[config.mk]
export PLATFORM = sky130hd
export DESIGN_NAME = ro_meas_sequencer
export DESIGN_NICKNAME = d
export VERILOG_FILES = /design/src/rtl/ro_meas_sequencer.sv
export SDC_FILE = /design/constraint.sdc
export NUM_CORES = 1
export LEC_CHECK = 0
export CAP_MARGIN = 30
export CELL_PAD_IN_SITES_DETAIL_PLACEMENT = 2
export CELL_PAD_IN_SITES_GLOBAL_PLACEMENT = 2
export CORE_MARGIN = 2
export CORE_UTILIZATION = 31
export DETAILED_ROUTE_END_ITERATION = 12
export PLACE_DENSITY_LB_ADDON = 0.25
export SLEW_MARGIN = 10
export SYNTH_ARGS = -nofsm -noshare
export SYNTH_HDL_FRONTEND = slang
export SYNTH_SLANG_ARGS = --single-unit
[constraint.sdc]
create_clock -name clk1 -period 6.7 [get_ports clk1]
set_input_delay 2.01 -clock clk1 [delete_from_list [all_inputs] [get_ports clk1]]
set_output_delay 2.01 -clock clk1 [all_outputs]
set_load 0.01 [all_outputs]
[src/rtl/ro_meas_sequencer.sv]
// Ring-oscillator measurement sequencer: UART command -> settle -> 2^LOG2_AVG gated counts -> 24-bit sum sent LSB-first.
// Latency: result_valid 1+SETTLE_CYC+2^LOG2_AVG*(WIN_CYC+4) cycles after a single-run 'S' (zero UART time).
// Backpressure: each byte waits for tx_busy low; optional watchdog (ROTEMP_TXWDOG_EN) aborts a stuck transmitter.
//
// Ports:
//   clk1, rst_n              clock, synchronous active-low reset
//   cmd_valid, cmd_data      command strobe/byte: 'S' single, 'C' continuous, 'X' stop
//   count_in                 synchronized event-counter value
//   tx_busy                  UART transmitter busy
//   osc_en, cnt_clr, cnt_en  oscillator enable, counter clear pulse, counter gate
//   tx_start, tx_data        one-cycle byte send strobe and byte
//   result, result_valid     last completed sum and its update strobe
//   busy, err                not idle; sticky transmit watchdog error
//
// Optional feature macro: ROTEMP_TXWDOG_EN enables the tx_busy watchdog (limit TX_TMO);
// without it err is tied 0 and the controller waits on the UART indefinitely.
module ro_meas_sequencer #(
    parameter int CNT_W      = 16,
    parameter int ACC_W      = 24,
    parameter int SETTLE_CYC = 16,
    parameter int WIN_CYC    = 1000,
    parameter int LOG2_AVG   = 4,
    parameter int TX_TMO     = 65535
) (
    input  logic             clk1,
    input  logic             rst_n,
    input  logic             cmd_valid,
    input  logic [7:0]       cmd_data,
    input  logic [CNT_W-1:0] count_in,
    input  logic             tx_busy,
    output logic             osc_en,
    output logic             cnt_clr,
    output logic             cnt_en,
    output logic             tx_start,
    output logic [7:0]       tx_data,
    output logic [ACC_W-1:0] result,
    output logic             result_valid,
    output logic             busy,
    output logic             err
);

    typedef enum logic [3:0] {
        S_IDLE, S_SETTLE, S_CLEAR, S_GATE, S_HOLD,
        S_CAPTURE, S_DONE, S_TX_ISSUE, S_TX_WAIT
    } state_t;

    localparam int TMR_MAX = (SETTLE_CYC > WIN_CYC) ? SETTLE_CYC : WIN_CYC;
    localparam int TMR_W   = $clog2(TMR_MAX + 1);
    localparam int IDX_W   = (LOG2_AVG > 0) ? LOG2_AVG : 1;

    localparam logic [TMR_W-1:0] SETTLE_LAST = TMR_W'(SETTLE_CYC - 1);
    localparam logic [TMR_W-1:0] WIN_LAST    = TMR_W'(WIN_CYC - 1);
    localparam logic [TMR_W-1:0] HOLD_LAST   = TMR_W'(1);
    localparam logic [IDX_W-1:0] IDX_LAST    = IDX_W'((1 << LOG2_AVG) - 1);

    // The sum must not overflow, the three result bytes must exist, and the
    // watchdog limit must be reachable.
    generate
        if ((LOG2_AVG > ACC_W - CNT_W) || (ACC_W < 24) || (TX_TMO < 1)) begin : g_bad_params
            $error("ro_meas_sequencer: illegal parameter combination");
        end
    endgenerate

    state_t           state, state_nxt;
    logic [TMR_W-1:0] tmr;
    logic [IDX_W-1:0] idx;
    logic [ACC_W-1:0] acc;
    logic [ACC_W-1:0] acc_sum;
    logic [1:0]       ptr;
    logic             cont;
    logic             tx_first;
    logic             restart;
    logic             acc_clr;
    logic             wd_trip;
    logic [7:0]       tx_byte;

    logic cmd_s, cmd_c, cmd_x, abort;

    assign cmd_s = cmd_valid && (cmd_data == 8'h53);
    assign cmd_c = cmd_valid && (cmd_data == 8'h43);
    assign cmd_x = cmd_valid && (cmd_data == 8'h58);
    assign abort = cmd_x && (state != S_IDLE);

    assign acc_sum = acc + ACC_W'(count_in);

    always_comb begin
        case (ptr)
            2'd0:    tx_byte = result[7:0];
            2'd1:    tx_byte = result[15:8];
            default: tx_byte = result[23:16];
        endcase
    end

    always_comb begin
        state_nxt = state;
        tx_start  = 1'b0;
        restart   = 1'b0;
        case (state)
            S_IDLE:     if (cmd_s || cmd_c) state_nxt = S_SETTLE;
            S_SETTLE:   if (tmr == SETTLE_LAST) state_nxt = S_CLEAR;
            S_CLEAR:    state_nxt = S_GATE;
            S_GATE:     if (tmr == WIN_LAST) state_nxt = S_HOLD;
            S_HOLD:     if (tmr == HOLD_LAST) state_nxt = S_CAPTURE;
            S_CAPTURE:  state_nxt = (idx == IDX_LAST) ? S_DONE : S_CLEAR;
            S_DONE:     state_nxt = S_TX_ISSUE;
            S_TX_ISSUE: begin
                if (!tx_busy) begin
                    tx_start  = 1'b1;
                    state_nxt = S_TX_WAIT;
                end
            end
            S_TX_WAIT: begin
                // The UART may not have raised tx_busy yet on the first cycle.
                if (!tx_first && !tx_busy) begin
                    if (ptr != 2'd2) begin
                        state_nxt = S_TX_ISSUE;
                    end else if (cont || cmd_c) begin
                        state_nxt = S_CLEAR;
                        restart   = 1'b1;
                    end else begin
                        state_nxt = S_IDLE;
                    end
                end
            end
            default:    state_nxt = S_IDLE;
        endcase
        // Stop and watchdog override everything, including a pending byte.
        if (abort || wd_trip) begin
            state_nxt = S_IDLE;
            tx_start  = 1'b0;
            restart   = 1'b0;
        end
    end

    // Accumulation restarts from zero whenever we go idle or loop for the next result.
    assign acc_clr = (state_nxt == S_IDLE) || restart;

    always_ff @(posedge clk1) begin
        if (!rst_n) begin
            state    <= S_IDLE;
            tmr      <= '0;
            idx      <= '0;
            acc      <= '0;
            ptr      <= 2'd0;
            cont     <= 1'b0;
            tx_first <= 1'b0;
            result   <= '0;
        end else begin
            state    <= state_nxt;
            tmr      <= (state_nxt != state) ? '0 : tmr + 1'b1;
            tx_first <= tx_start;

            if (acc_clr) begin
                acc <= '0;
                idx <= '0;
            end else if (state == S_CAPTURE) begin
                acc <= acc_sum;
                idx <= idx + 1'b1;
            end

            if ((state == S_CAPTURE) && (idx == IDX_LAST) && !abort)
                result <= acc_sum;

            if (state == S_DONE)
                ptr <= 2'd0;
            else if ((state == S_TX_WAIT) && (state_nxt == S_TX_ISSUE))
                ptr <= ptr + 1'b1;

            if (cmd_x)
                cont <= 1'b0;
            else if (cmd_c)
                cont <= 1'b1;
            else if (cmd_s && (state == S_IDLE))
                cont <= 1'b0;
            else if (wd_trip)
                cont <= 1'b0;
        end
    end

`ifdef ROTEMP_TXWDOG_EN
    localparam int WD_W = $clog2(TX_TMO + 1);
    logic [WD_W-1:0] wd_cnt;
    logic            in_tx;

    assign in_tx   = (state == S_TX_ISSUE) || (state == S_TX_WAIT);
    // Counts busy cycles while we own the UART; a stop command takes priority.
    assign wd_trip = in_tx && tx_busy && (wd_cnt == WD_W'(TX_TMO - 1)) && !cmd_x;

    always_ff @(posedge clk1) begin
        if (!rst_n) begin
            wd_cnt <= '0;
            err    <= 1'b0;
        end else begin
            if (in_tx && tx_busy && !wd_trip)
                wd_cnt <= wd_cnt + 1'b1;
            else
                wd_cnt <= '0;
            if (wd_trip)
                err <= 1'b1;
            else if (cmd_s || cmd_c)
                err <= 1'b0;
        end
    end
`else
    assign wd_trip = 1'b0;
    assign err     = 1'b0;
`endif

    assign osc_en       = (state != S_IDLE);
    assign busy         = (state != S_IDLE);
    assign cnt_clr      = (state == S_CLEAR);
    assign cnt_en       = (state == S_GATE);
    assign result_valid = (state == S_DONE);
    assign tx_data      = tx_start ? tx_byte : 8'h00;

endmodule

### Yosys cells after proc, flatten, opt, wreduce, memory -nomap -nowiden

Index checks and enable logic that the tools add are counted.

* output and inout port bits: 39
* word-level logic and storage cells: 79
* input bits: 28
* bits in registers: 70

* reduce and logical (&&, ||, !) cells: 24
* muxes and demuxes: 23
* add/subtract/negate cells: 4
* eq/ne operators: 19
* bitwise operators: 1

Operators by type and width (number)
* case mux 4 bit (9 select lines): 1
* 2-to-1 mux 4 bit: 7
* adder 24 x 16 -> 24 bit: 1
* == test 8 x 7 -> 1 bit (second input constant): 3
* == test 4 x 3 -> 1 bit (second input constant): 5
* case mux 8 bit (2 select lines): 1
* adder 10 x 1 -> 10 bit (second input constant): 1
* == test 10 x 1 -> 1 bit (second input constant): 1
* == test 10 bit (second input constant): 1
* == test 10 x 4 -> 1 bit (second input constant): 1
* 2-to-1 mux 1 bit: 10
* logical AND 1 bit: 9
* == test 4 x 2 -> 1 bit (second input constant): 2
* == test 4 bit (second input constant): 2
* logical NOT 4 bit: 2
* 2-to-1 mux 8 bit: 1
* OR reduction 2 bit: 4
* 2-to-1 mux 3 bit: 2
* adder 4 x 1 -> 4 bit (second input constant): 1
* == test 4 x 1 -> 1 bit (second input constant): 1
* inequality test 4 bit: 1
* nonzero test 4 bit: 1
* logical NOT 1 bit: 3
* logical OR 1 bit: 3
* other kinds (7): 7

### Depth between registers and ports, before layout

* word-level depth: 11
* gate-level depth with buffers: 10
* depth with buffers taken out: 10

### Worst setup path after synthesis

OpenSTA, ideal clock, no wires.

* kind: in2out
* from: input port cmd_data[7]
* to: output port tx_data[0]
* data arrival time: 2873 ps
* path slack: 1817 ps
* path buffers: 0
* data required time: 4690 ps
* stages: 4
* path through: and4bb_2 > nand3b_1 > nand2_1 > a21oi_1

* word-level cells in the longest chain between the ends: 5

RTL lines
* start: declaration: RTL line 28 `input logic [7:0] cmd_data,`
* == test 8 x 7 -> 1 bit: RTL line 81 `assign cmd_x = cmd_valid && (cmd_data == 8'h58);`
* logical AND 1 bit: RTL line 81
* logical AND 1 bit: RTL line 82 `assign abort = cmd_x && (state != S_IDLE);`
* 2-to-1 mux 1 bit: RTL line 128 `if (abort || wd_trip) begin`
* 2-to-1 mux 8 bit: RTL line 214 `assign tx_data = tx_start ? tx_byte : 8'h00;`
* end: declaration: RTL line 35 `output logic [7:0] tx_data,`

No other way between the ends.

### Final worst setup path

* from: input port cmd_data[5]
* to: output port tx_data[7]

Same word-level chain as after synthesis.

==> metrics.csv <==
stage,metric,value,unit
critical_path,path_class,in -> out,
power,p_sw,0.211,mW
routing,ant_nets,0,
global_route,grt_max_degree,30,
global_route,grt_usage,21.2,%
power,p_int,0.799,mW
routing,wirelength,14.3,mm
outcome,status,"finished, final reports clean",
timing,drv_slew,0,
placed_design,port_buffers,65,
synth,synth_top_area_share,34.5,%
final_layout,area_growth,27.6,%
timing,worst_pin_slew,0.885,ns
placed_design,routabilityCongestion,0.863,
global_route,grt_pass1_vias,4302,
synth,yosys_warnings,0,
power,ir_drop,0.0000838,V
synth,yosys.area.top_type,dfxtp_1,
synth,synth-simple-area-share,25.2,%
clock_tree,cts_buffer_depth,2,
critical_path,reg2reg_slack,3.75,ns
synth,yosys.area_share.adder,7.51,%
run,drv_cap,0,
power,combPwrFrac,5.0,%
synth,syn_area,0.00406,mm²
final_layout,drive_gt1_share,6.04,%
synth,yosys_most_used_dff,dfxtp_1,
floorplanning,start_util,31.9,%
critical_path,critical_path.max_fanout,10,
synth,synth_top_family_by_area,simple AND/OR/NAND/NOR gates,
critical_path,critPathLaunchType,primary input,
synth,synthDistinctLibCells,69,
critical_path,critical_path_required,4.69,ns
clock_tree,hold_buffers,0,
timing,period_share,91.0,%
synth,syn_area_per_cell,8.13,µm²
timing,finalHoldViolations,0,
routing,dr.pass1.iters,4,
timing,whs,0.461,ns
critical_path,r2r-end,acc[20]$_SDFFE_PP0P_,
synth,synth_cells,500,
clock_tree,root_buffer,clkbuf_16,
timing,rsz0062_at_grt,no,
final_layout,final_common_cell,nand2_1,
clock_tree,cts_buffers,9,
synth,synthArstFlopShare,0,%
global_route,grt_pass1_wl,23.3,mm
final_layout,diodes,0,
floorplanning,die_h,118,µm
worst_hold_path,holdPathStages,2,
clock_tree,cts_tree,built,
floorplanning,rows,41,
critical_path,reg2regPathDepth,10,
synth,synthTopCellsByArea,"dfxtp_1 (34%), nand2_1 (6.8%), a21oi_1 (6.8%)",
power,pwr_density_cell,195,mW/mm²
clock_tree,clkLatencyLatePin,0.34,ns
final_layout,final_nets,609,
critical_path,crit_path_end,tx_data[7],
synth,ys_seq_elements,70,
routing,drc,0,
clock_tree,cts_max_level,3,
synth,syn_nets,551,
synth,synth_xor_area_share,8.41,%
synth,synth-compound-area-share,20.3,%
clock_tree,cts.repair.resized,0,
routing,wl_per_cell,19.4,µm
placed_design,place_hpwl,10.7,mm
timing,setup_viol,0,
timing,clock_skew,0.00504,ns
floorplanning,die-area,0.0140,mm²
power,p_seq_share,41.5,%
floorplanning,io_pins,67,
critical_path,cp-end-kind,output pin,
timing,fin_crit,6.09,ns
power,power.share.switching,20.9,%
floorplanning,die_w,118,µm
timing,slew_headroom,40.9,%
worst_hold_path,hp-class,reg -> reg,
routing,drt_first_iter_violations,154,
power,p_clk_share,53.4,%
synth,synth_edf_count,0,
timing,fin_setup_tns,0,ns
clock_tree,clkTransAtPathRegs,0.05,ns
critical_path,r2r-start,acc[0]$_SDFFE_PP0P_,
synth,synthMuxAreaShare,0,%
global_route,antenna_found_initial,0,
routing,via_count,3960,
global_route,grt_overflow,0,
final_layout,stdcell_area,0.00518,mm²
synth,yosysSeqAreaShare,34.5,%
critical_path,arrival,4.08,ns
timing,fmax,0.164,GHz
routing,viasPerCell,5.39,
critical_path,crit_start,cmd_data[5],
clock_tree,post_cts_buffers,0,
floorplanning,coreArea,0.0127,mm²
power,p_leak,1.81,nW
clock_tree,cts_sinks,70,
final_layout,final_cell_mix,"nand2_1 (74), dfxtp_1 (70), clkdlybuf4s50_1 (65)",
placed_design,dpl_cell_area,0.00483,mm²
[layout make-up]
type	count	area, µm²
flip-flops and latches	70	1400
clock buffers	13	270
repair buffers	69	688
fillers	1491	7540
well taps	172	215
clock inverters	3	65.1
inverters	12	45.0
multi-input cells	396	2500
[through the flow]
step / total power [mW] / util, % / setup slack [ns] / std cells
after floorplan: 0.453 / - / 1.82 / 500
after global placement: 0.477 / 38.0 / 0.705 / 718
after detailed placement: 0.479 / 38.0 / 0.590 / 718
after CTS: 1.02 / 40.6 / 0.580 / 734
after global routing: 1.05 / 40.7 / 0.495 / 735
final: 1.01 / 40.7 / 0.606 / 735
[cells in the mapped netlist, drive strengths merged (3+ instances only)]
cell type and n:
nand4 7, o2111ai 3, o21a 6, nor3 7, clkbuf 12, a21oi 55, nor2 55, buf 10
xnor2 23, a21boi 3, or3 3, dfxtp 70, o211ai 3, nand2 74, xor2 16, a211oi 9
a22oi 8, nand3 19, o21ai 14, inv 11, a31oi 4, nand3b 4, ha 22, nand2b 4
nor2b 3, o41ai 3, and3 12
[worst max-delay path, stage by stage]
cell	delay (ns)
clkdlybuf4s50_1	0.49
and4bb_2	0.26
nand3b_1	0.13
nand2_1	0.30
a21oi_1	0.31
clkdlybuf4s50_1	0.58
[metal layers]
metal	vias up	GRT usage, %	wire (µm)	share of wire (%)
met5	-	0	0	0
met4	0	7.96	276	1.9
met3	18	3.67	537	3.8
met2	76	37.1	6970	49
met1	1972	25.8	6500	45
li1	1894	-	-	-
[how the worst min path moves through the flow]
stage	startpoint	endpoint	slack (ns)
6_report	acc[8]$_SDFFE_PP0P_	acc[8]$_SDFFE_PP0P_	0.46
5_1_grt	acc[9]$_SDFFE_PP0P_	acc[9]$_SDFFE_PP0P_	0.49
4_1_cts	acc[9]$_SDFFE_PP0P_	acc[9]$_SDFFE_PP0P_	0.46
3_5_place_dp	acc[9]$_SDFFE_PP0P_	acc[9]$_SDFFE_PP0P_	0.46
3_3_place_gp	tmr[0]$_SDFF_PP0_	tmr[0]$_SDFF_PP0_	0.44
2_1_floorplan	tmr[0]$_SDFF_PP0_	tmr[0]$_SDFF_PP0_	0.43
[logic make-up after synthesis]
logic type,Yosys count
other,1
AOI/OAI and AO/OA,126
xor gates and xnor gates,39
and+or+nand+nor,206
buffers and inverters,34
DFF,70
adders and majority gates,24
[power by group through the flow]
stage,combinational (mW),clock (mW),sequential [mW]
3_3_place_gp,0.0488,0,0.429
4_1_cts,0.0514,0.550,0.420
3_5_place_dp,0.0507,0,0.429
2_1_floorplan,0.0250,0,0.428
5_1_grt,0.0559,0.570,0.420
6_report,0.0508,0.540,0.420
[state kept, by name, summed over array words and instances, names as in the netlist]
register,flops
acc,24
cont,1
idx,4
ptr,2
result,24
state,4
tmr,10
tx_first,1
(Power assumes the default switching activity.)
